$ cat src/rtl/nand_seq_if.sv
// -----------------------------------------------------------------------------
// nand_seq_if
// Bundles the harness-facing and cell-facing signals of the NAND cell sequencer.
//   start     harness -> sequencer   run request (level, sampled in IDLE)
//   gate_y    cell    -> sequencer   NAND cell output y
//   gate_a/b  sequencer -> cell      NAND cell inputs a / b
//   busy      sequencer -> harness   run in progress
//   done      sequencer -> harness   one-cycle run-complete pulse
//   pass      sequencer -> harness   last completed run had no mismatches
//   result    sequencer -> harness   sampled y per vector
//   err_mask  sequencer -> harness   per-vector mismatch flags
//   fail_cnt  sequencer -> harness   saturating count of failed runs
// master = harness/cell side, slave = sequencer side.
// -----------------------------------------------------------------------------
interface nand_seq_if;
   logic       start;
   logic       gate_a;
   logic       gate_b;
   logic       gate_y;
   logic       busy;
   logic       done;
   logic       pass;
   logic [3:0] result;
   logic [3:0] err_mask;
   logic [7:0] fail_cnt;

   modport master (
      output start,
      output gate_y,
      input  gate_a,
      input  gate_b,
      input  busy,
      input  done,
      input  pass,
      input  result,
      input  err_mask,
      input  fail_cnt
   );

   modport slave (
      input  start,
      input  gate_y,
      output gate_a,
      output gate_b,
      output busy,
      output done,
      output pass,
      output result,
      output err_mask,
      output fail_cnt
   );
endinterface

$ cat src/rtl/nand_seq_ctrl.sv
// -----------------------------------------------------------------------------
// nand_seq_ctrl
// Self-checking sequencer for a 2-input NAND cell. On start it walks the cell
// inputs through vectors 00,01,10,11, holds each for SETTLE_CYCLES cycles,
// samples y on the following cycle and compares it with the NAND truth table.
// Ports:
//   clk    rising-edge clock
//   rst_n  asynchronous active-low reset (clears everything, incl. fail_cnt)
//   bus    nand_seq_if.slave: start/gate_y in; gate_a/gate_b, busy, done,
//          pass, result[3:0], err_mask[3:0], fail_cnt[7:0] out (all registered)
// Parameter:
//   SETTLE_CYCLES  hold cycles per vector before the sample cycle, 1..15
// -----------------------------------------------------------------------------
module nand_seq_ctrl #(
   parameter int unsigned SETTLE_CYCLES = 2
) (
   input  logic       clk,
   input  logic       rst_n,
   nand_seq_if.slave  bus
);

   typedef enum logic [1:0] {
      ST_IDLE   = 2'd0,
      ST_SETTLE = 2'd1,
      ST_SAMPLE = 2'd2,
      ST_DONE   = 2'd3
   } state_t;

   localparam logic [3:0] SETTLE_LOAD = 4'(SETTLE_CYCLES);

   // Expected NAND output for vector index idx (a = idx[1], b = idx[0]).
   function automatic logic nand_expect(input logic [1:0] idx);
      return ~(idx[1] & idx[0]);
   endfunction

   state_t     state_r,      state_nxt_s;
   logic [1:0] idx_r,        idx_nxt_s;
   logic [3:0] cnt_r,        cnt_nxt_s;
   logic       gate_a_r,     gate_a_nxt_s;
   logic       gate_b_r,     gate_b_nxt_s;
   logic       busy_r,       busy_nxt_s;
   logic       done_r,       done_nxt_s;
   logic       pass_r,       pass_nxt_s;
   logic [3:0] result_r,     result_nxt_s;
   logic [3:0] err_mask_r,   err_mask_nxt_s;
   logic [7:0] fail_cnt_r,   fail_cnt_nxt_s;
   logic       mismatch_s;

   // Case-inequality so an X or Z from the cell is reported as a mismatch.
   assign mismatch_s = (bus.gate_y !== nand_expect(idx_r));

   // State and datapath registers.
   always_ff @(posedge clk or negedge rst_n) begin
      if (!rst_n) begin
         state_r    <= ST_IDLE;
         idx_r      <= 2'd0;
         cnt_r      <= 4'd0;
         gate_a_r   <= 1'b0;
         gate_b_r   <= 1'b0;
         busy_r     <= 1'b0;
         done_r     <= 1'b0;
         pass_r     <= 1'b0;
         result_r   <= 4'd0;
         err_mask_r <= 4'd0;
         fail_cnt_r <= 8'd0;
      end else begin
         state_r    <= state_nxt_s;
         idx_r      <= idx_nxt_s;
         cnt_r      <= cnt_nxt_s;
         gate_a_r   <= gate_a_nxt_s;
         gate_b_r   <= gate_b_nxt_s;
         busy_r     <= busy_nxt_s;
         done_r     <= done_nxt_s;
         pass_r     <= pass_nxt_s;
         result_r   <= result_nxt_s;
         err_mask_r <= err_mask_nxt_s;
         fail_cnt_r <= fail_cnt_nxt_s;
      end
   end

   // Next-state logic.
   always_comb begin
      state_nxt_s = state_r;
      case (state_r)
         ST_IDLE: begin
            if (bus.start) begin
               state_nxt_s = ST_SETTLE;
            end else begin
               state_nxt_s = ST_IDLE;
            end
         end
         ST_SETTLE: begin
            // <= rather than == so a corrupted zero count cannot wrap to 15.
            if (cnt_r <= 4'd1) begin
               state_nxt_s = ST_SAMPLE;
            end else begin
               state_nxt_s = ST_SETTLE;
            end
         end
         ST_SAMPLE: begin
            if (idx_r == 2'd3) begin
               state_nxt_s = ST_DONE;
            end else begin
               state_nxt_s = ST_SETTLE;
            end
         end
         ST_DONE: begin
            state_nxt_s = ST_IDLE;
         end
         default: begin
            state_nxt_s = ST_IDLE;
         end
      endcase
   end

   // Next values of the registered outputs and datapath.
   always_comb begin
      idx_nxt_s      = idx_r;
      cnt_nxt_s      = cnt_r;
      gate_a_nxt_s   = gate_a_r;
      gate_b_nxt_s   = gate_b_r;
      pass_nxt_s     = pass_r;
      result_nxt_s   = result_r;
      err_mask_nxt_s = err_mask_r;
      fail_cnt_nxt_s = fail_cnt_r;
      case (state_r)
         ST_IDLE: begin
            if (bus.start) begin
               idx_nxt_s      = 2'd0;
               cnt_nxt_s      = SETTLE_LOAD;
               gate_a_nxt_s   = 1'b0;
               gate_b_nxt_s   = 1'b0;
               pass_nxt_s     = 1'b0;
               result_nxt_s   = 4'd0;
               err_mask_nxt_s = 4'd0;
            end else begin
               idx_nxt_s      = idx_r;
            end
         end
         ST_SETTLE: begin
            cnt_nxt_s = cnt_r - 4'd1;
         end
         ST_SAMPLE: begin
            result_nxt_s[idx_r]   = bus.gate_y;
            err_mask_nxt_s[idx_r] = err_mask_r[idx_r] | mismatch_s;
            if (idx_r == 2'd3) begin
               // pass/fail_cnt see the final vector's update made on this edge.
               pass_nxt_s = (err_mask_nxt_s == 4'd0);
               if (err_mask_nxt_s != 4'd0 && fail_cnt_r != 8'hFF) begin
                  fail_cnt_nxt_s = fail_cnt_r + 8'd1;
               end else begin
                  fail_cnt_nxt_s = fail_cnt_r;
               end
            end else begin
               idx_nxt_s                    = idx_r + 2'd1;
               cnt_nxt_s                    = SETTLE_LOAD;
               {gate_a_nxt_s, gate_b_nxt_s} = idx_r + 2'd1;
            end
         end
         ST_DONE: begin
            idx_nxt_s = idx_r;
         end
         default: begin
            idx_nxt_s = 2'd0;
            cnt_nxt_s = 4'd0;
         end
      endcase
      busy_nxt_s = (state_nxt_s == ST_SETTLE) || (state_nxt_s == ST_SAMPLE);
      done_nxt_s = (state_nxt_s == ST_DONE);
   end

   assign bus.gate_a   = gate_a_r;
   assign bus.gate_b   = gate_b_r;
   assign bus.busy     = busy_r;
   assign bus.done     = done_r;
   assign bus.pass     = pass_r;
   assign bus.result   = result_r;
   assign bus.err_mask = err_mask_r;
   assign bus.fail_cnt = fail_cnt_r;

endmodule
$ cat src/flat_wrapper.sv
// flat-port wrapper written by rule: the top's interface ports become plain ports
module nand_seq_ctrl_flat 
#(
   parameter int unsigned SETTLE_CYCLES = 2
)
  (clk, rst_n, bus_start, bus_gate_y, bus_gate_a, bus_gate_b, bus_busy, bus_done, bus_pass, bus_result, bus_err_mask, bus_fail_cnt);
  nand_seq_if bus_i ();
  input  logic clk;
  input  logic rst_n;
  input wire logic [$bits(bus_i.start)-1:0] bus_start;
  input wire logic [$bits(bus_i.gate_y)-1:0] bus_gate_y;
  output wire logic [$bits(bus_i.gate_a)-1:0] bus_gate_a;
  output wire logic [$bits(bus_i.gate_b)-1:0] bus_gate_b;
  output wire logic [$bits(bus_i.busy)-1:0] bus_busy;
  output wire logic [$bits(bus_i.done)-1:0] bus_done;
  output wire logic [$bits(bus_i.pass)-1:0] bus_pass;
  output wire logic [$bits(bus_i.result)-1:0] bus_result;
  output wire logic [$bits(bus_i.err_mask)-1:0] bus_err_mask;
  output wire logic [$bits(bus_i.fail_cnt)-1:0] bus_fail_cnt;
  assign bus_i.start = bus_start;
  assign bus_i.gate_y = bus_gate_y;
  assign bus_gate_a = bus_i.gate_a;
  assign bus_gate_b = bus_i.gate_b;
  assign bus_busy = bus_i.busy;
  assign bus_done = bus_i.done;
  assign bus_pass = bus_i.pass;
  assign bus_result = bus_i.result;
  assign bus_err_mask = bus_i.err_mask;
  assign bus_fail_cnt = bus_i.fail_cnt;
  nand_seq_ctrl #(.SETTLE_CYCLES(SETTLE_CYCLES)) u_core (.clk(clk), .rst_n(rst_n), .bus(bus_i));
endmodule
$ cat config.mk
export PLATFORM = sky130hd
export DESIGN_NAME = nand_seq_ctrl_flat
export DESIGN_NICKNAME = d
export VERILOG_FILES = /design/src/rtl/nand_seq_if.sv /design/src/rtl/nand_seq_ctrl.sv /design/src/flat_wrapper.sv
export SDC_FILE = /design/constraint.sdc
export NUM_CORES = 1
export LEC_CHECK = 0
export ABC_AREA = 1
export BUFFER_PORTS_ARGS = -buffer_cell sky130_fd_sc_hd__buf_2
export CAP_MARGIN = 30
export CORE_MARGIN = 2
export CORE_UTILIZATION = 55
export CTS_CLUSTER_DIAMETER = 40
export DETAILED_ROUTE_END_ITERATION = 10
export GPL_TIMING_DRIVEN = 0
export PLACE_DENSITY = 0.78
export SLEW_MARGIN = 20
export SYNTH_ARGS = -nofsm -noshare
export SYNTH_HDL_FRONTEND = slang
export SYNTH_SLANG_ARGS = --single-unit
$ cat constraint.sdc
create_clock -name clk -period 2.05 [get_ports clk]
set_clock_uncertainty 0.1 [all_clocks]
set_input_delay 0.205 -clock clk [delete_from_list [all_inputs] [get_ports clk]]
set_output_delay 0.205 -clock clk [all_outputs]
set_load 0.005 [all_outputs]
==> impl_summary.log <==
INFO  metric final_max_slew_viol_count = 0
INFO  metric cts.clk_slew.worst_paths = 150 ps
INFO  metric ir_worst_vdd = 0.751 mV
INFO  metric wl_per_cell = 12.7 um
INFO  metric synth-compound-area-share = 0.0932
INFO  metric critical_path.cell_chain = ha_2 > ha_1 > nand3_1 > nand2_1 > nand2_2 > o21ai_4 > nand2_1 > nand2_1
INFO  metric post-route-period-util = 0.926
INFO  metric final_net_count = 206
INFO  metric io_pins = 25
INFO  metric hp-start = bus_gate_y
INFO  metric critical_path_class = register to register
INFO  metric setup_tns = 0 ps
INFO  metric seq_total_area_yosys = 0.466
INFO  metric synth_fa_ha_area_frac = 0.0777
INFO  metric cell_at_the_root_of_the_clock_tree = sky130_fd_sc_hd__clkbuf_4
INFO  metric critPathCaptureType = register
INFO  metric reg2reg_setup_slack = 150 ps
INFO  metric power.sequential.fraction = 0.436
INFO  metric period_needed = 1900 ps
INFO  metric port_buffer_count = 24
INFO  metric outcome = completed
INFO  metric synth_top_family_by_area = simple AND/OR/NAND/NOR gates
INFO  metric grt_util_met3 = 0.0304
INFO  metric yosys.area_share.xor_xnor = 0.0483
INFO  metric cts.path.max_buffers = 2
INFO  metric total_power = 1.70 mW
INFO  metric rsz0062_at_grt = no
INFO  metric die_width = 55.4 um
INFO  metric globalplace.congestion = 0.840
INFO  metric post_synth_inst_count = 163
INFO  metric cp.arrival = 2080 ps
INFO  metric post_drt_via_cell_ratio = 5.27
INFO  metric grt_util_met1 = 0.242
INFO  metric global_route.usage.met2 = 0.362
INFO  metric cp_data_required_time = 2240 ps
INFO  metric holdCritPathClass = input port to register
INFO  metric synth_fp_nets = 176
INFO  metric crit-reg2reg-launch = u_core.bus.gate_b
INFO  metric fp.coreArea = 0.00248 mm2
INFO  metric setup_viol_count_final = 0
INFO  metric antenna_violations_before_repair = 0
INFO  metric clock_buffer_count_from_cts = 3
INFO  metric yosys.cell_types.count = 23
INFO  metric start_kind = register
INFO  metric grt_max_degree = 28
INFO  metric regToRegEndpoint = u_core.bus.fail_cnt[1]
INFO  metric layout.cell_area.non_filler = 0.00165 mm2
INFO  metric detailed_router_iteration_count_before_antenna_repair = 4
INFO  metric grt_ovf = 0
INFO  metric synth_area_per_cell = 8.90 um2
INFO  metric first_global_vias = 1172
INFO  metric die_footprint = 0.00306 mm2
INFO  metric comb_power_share = 0.420
INFO  metric ant_nets = 0
INFO  metric max_freq = 527 MHz
INFO  metric critPathSlowestCell = sky130_fd_sc_hd__dfrtp_1
INFO  metric finalHoldViolCount = 0
INFO  metric leakage = 0.876 nW
INFO  metric critical_path_peak_fanout = 8
INFO  metric sw_frac = 0.416
INFO  metric start_util = 0.585
INFO  metric most_congested_layer_reported_by_global_routing = met2
INFO  metric max-cap-violations = 0
INFO  metric post_synth_and_or_nand_nor_area_fraction = 0.263
INFO  metric cts.htree.levels = 1
INFO  metric crit_top_cell = sky130_fd_sc_hd__nand2_1
INFO  metric grt_pass1_wl = 4970 um
INFO  metric max_slew.worst_pin.slew = 599 ps
INFO  metric share_of_layout_cells_above_drive_strength_1 = 0.250
INFO  metric drt_drc_violations_left = 0
INFO  metric synth.ff_latch_count = 27
INFO  metric timing.max_slew.rel_slack = 0.601
INFO  metric cts_tree = done
INFO  metric drt_iter0_markers = 32
INFO  metric chipHeight = 55.4 um
INFO  metric antenna-diode-count = 0
INFO  metric switchingPower = 706 uW
INFO  metric layout_setup_ws = 153 ps
INFO  metric dpl_worst_slack = 112 ps
INFO  metric syn_area = 0.00145 mm2
INFO  metric post_synth_mux_area_share = 0
INFO  metric total_detailed_routing_wirelength = 2830 um
INFO  metric area_growth_syn_to_layout = 13.8%
INFO  metric rows = 18
INFO  metric hold_path_cells = 3
INFO  metric share_clk_of_total_power = 0.144
INFO  metric rr_worst_depth = 8
INFO  metric detailed_place.area = 0.00161 mm2
INFO  metric grt_use_total = 0.198
INFO  metric detailroute.via_count = 1171
INFO  metric dp.final_hpwl = 2180 um
INFO  metric clock-sinks = 27
INFO  metric min_to = u_core.bus.result[2]
INFO  metric critical-path-max-stage-delay = 470 ps
INFO  metric p_int = 990 uW
INFO  metric clk_latency = 330 ps
INFO  metric power.density = 1030 mW/mm2
INFO  metric yosys_warnings = 0
## what timing repair did
| item | CTS | global route |
|---|---|---|
| setup endpoints to repair | 0 | 8 |
| hold endpoints to repair | 27 | 0 |
| resized for setup | 0 | 1 |
| hold buffers | 1 | 0 |
| buffers inserted | 0 | 0 |
## final cells by class
cell class / instances / area (um2)
Clock inverter: 1 / 7.51
Sequential cell: 27 / 676
Fill cell: 204 / 827
Timing Repair Buffer: 25 / 130
Multi-Input combinational cell: 116 / 702
Tap cell: 30 / 37.5
Clock buffer: 3 / 22.5
Inverter: 20 / 75.1
## metrics by stage
| stage | std cells | utilization | hold slack [ps] |
|---|---|---|---|
| 2_1_floorplan | 163 | - | -191 |
| 3_3_place_gp | 217 | 0.649 | 140 |
| 3_5_place_dp | 217 | 0.649 | 147 |
| 4_1_cts | 222 | 0.665 | 67.7 |
| 5_1_grt | 222 | 0.666 | 82.5 |
| 6_report | 222 | 0.666 | 70.3 |
## layout by cell type, fill, tap and decap left out, types with 2 or more instances in the layout
| cell type | n |
|---|---|
| sky130_fd_sc_hd__o22ai_1 | 2 |
| sky130_fd_sc_hd__xor2_1 | 5 |
| sky130_fd_sc_hd__nand2_1 | 33 |
| sky130_fd_sc_hd__dfrtp_1 | 27 |
| sky130_fd_sc_hd__nand4_1 | 2 |
| sky130_fd_sc_hd__clkbuf_4 | 3 |
| sky130_fd_sc_hd__nand3_1 | 26 |
| sky130_fd_sc_hd__nand2_2 | 7 |
| sky130_fd_sc_hd__inv_2 | 4 |
| sky130_fd_sc_hd__xnor2_1 | 3 |
| sky130_fd_sc_hd__nor2_1 | 4 |
| sky130_fd_sc_hd__or2_2 | 3 |
| sky130_fd_sc_hd__inv_1 | 16 |
| sky130_fd_sc_hd__buf_2 | 24 |
| sky130_fd_sc_hd__o21ai_0 | 13 |
| sky130_fd_sc_hd__ha_1 | 8 |
## cell usage after synthesis, drive strengths merged
cell	instances	area, um2
nand2	40	168
dfrtp	27	676
nand3	27	140
inv	20	75.1
o21ai	15	86.3
ha	9	113
nor2	5	26.3
xor2	5	43.8
or2	4	25.0
xnor2	3	26.3
nand4	2	12.5
o22ai	2	12.5
a22oi	1	7.51
a31oi	1	21.3
nor3	1	10.0
o211ai	1	7.51
## registers in the layout, summed over array words and instances, names as in the netlist
signal               cells
u_core.bus.gate_b        1
u_core.idx_r             1
u_core.bus.fail_cnt      8
u_core.bus.result        4
u_core.bus.busy          1
u_core.bus.err_mask      4
u_core.bus.pass          1
u_core.cnt_r             4
u_core.bus.done          1
u_core.state_r           2
## worst max path at each step
| stage | start | end | slack [ps] | cells after the start |
|---|---|---|---|---|
| after detailed placement | u_core.bus.gate_b | u_core.bus.fail_cnt[4] | 110 | 9 |
| after global placement | u_core.bus.gate_b | u_core.bus.fail_cnt[7] | 140 | 9 |
| after global routing | u_core.bus.gate_b | u_core.bus.fail_cnt[3] | 30 | 9 |
| final | u_core.bus.gate_b | u_core.bus.fail_cnt[1] | 150 | 8 |
| after CTS | u_core.bus.gate_b | u_core.bus.fail_cnt[1] | 90 | 8 |
| after floorplan | u_core.bus.gate_b | u_core.bus.fail_cnt[0] | 290 | 9 |
## cell families (layout without fill, tap and decap cells)
kind of cell / count (synthesis) / in the layout
and+or+nand+nor: 79 / 79
DFF: 27 / 27
AOI/OAI and AO/OA: 20 / 20
buffers and inverters: 20 / 49
adders and majority gates: 9 / 9
xor gates and xnor gates: 8 / 8
## critical path, delay by kind of cell (launching register included)
kind / cells / cell delay (ps)
adder cells (fa/ha/maj): 2 / 600
AO/OA/AOI/OAI: 1 / 240
AND/OR/NAND/NOR: 5 / 430
flip-flops: 1 / 470
## power by group through the flow
stage | Clock, mW | Sequential (mW) | Combinational, mW
after floorplan | 0 | 0.743 | 0.512
after global placement | 0 | 0.744 | 0.688
after detailed placement | 0 | 0.749 | 0.720
after CTS | 0.250 | 0.739 | 0.721
after global routing | 0.271 | 0.758 | 0.818
final | 0.243 | 0.739 | 0.713
## metal layers
metal | share of wire | wire [um] | vias to the layer above
li1 | - | - | 594
met1 | 0.46 | 1300 | 557
met2 | 0.50 | 1430 | 18
met3 | 0.028 | 78 | 2
met4 | 0.0085 | 24 | 0
met5 | 0 | 0 | -
Note: power is estimated with default switching activity, not from simulation.
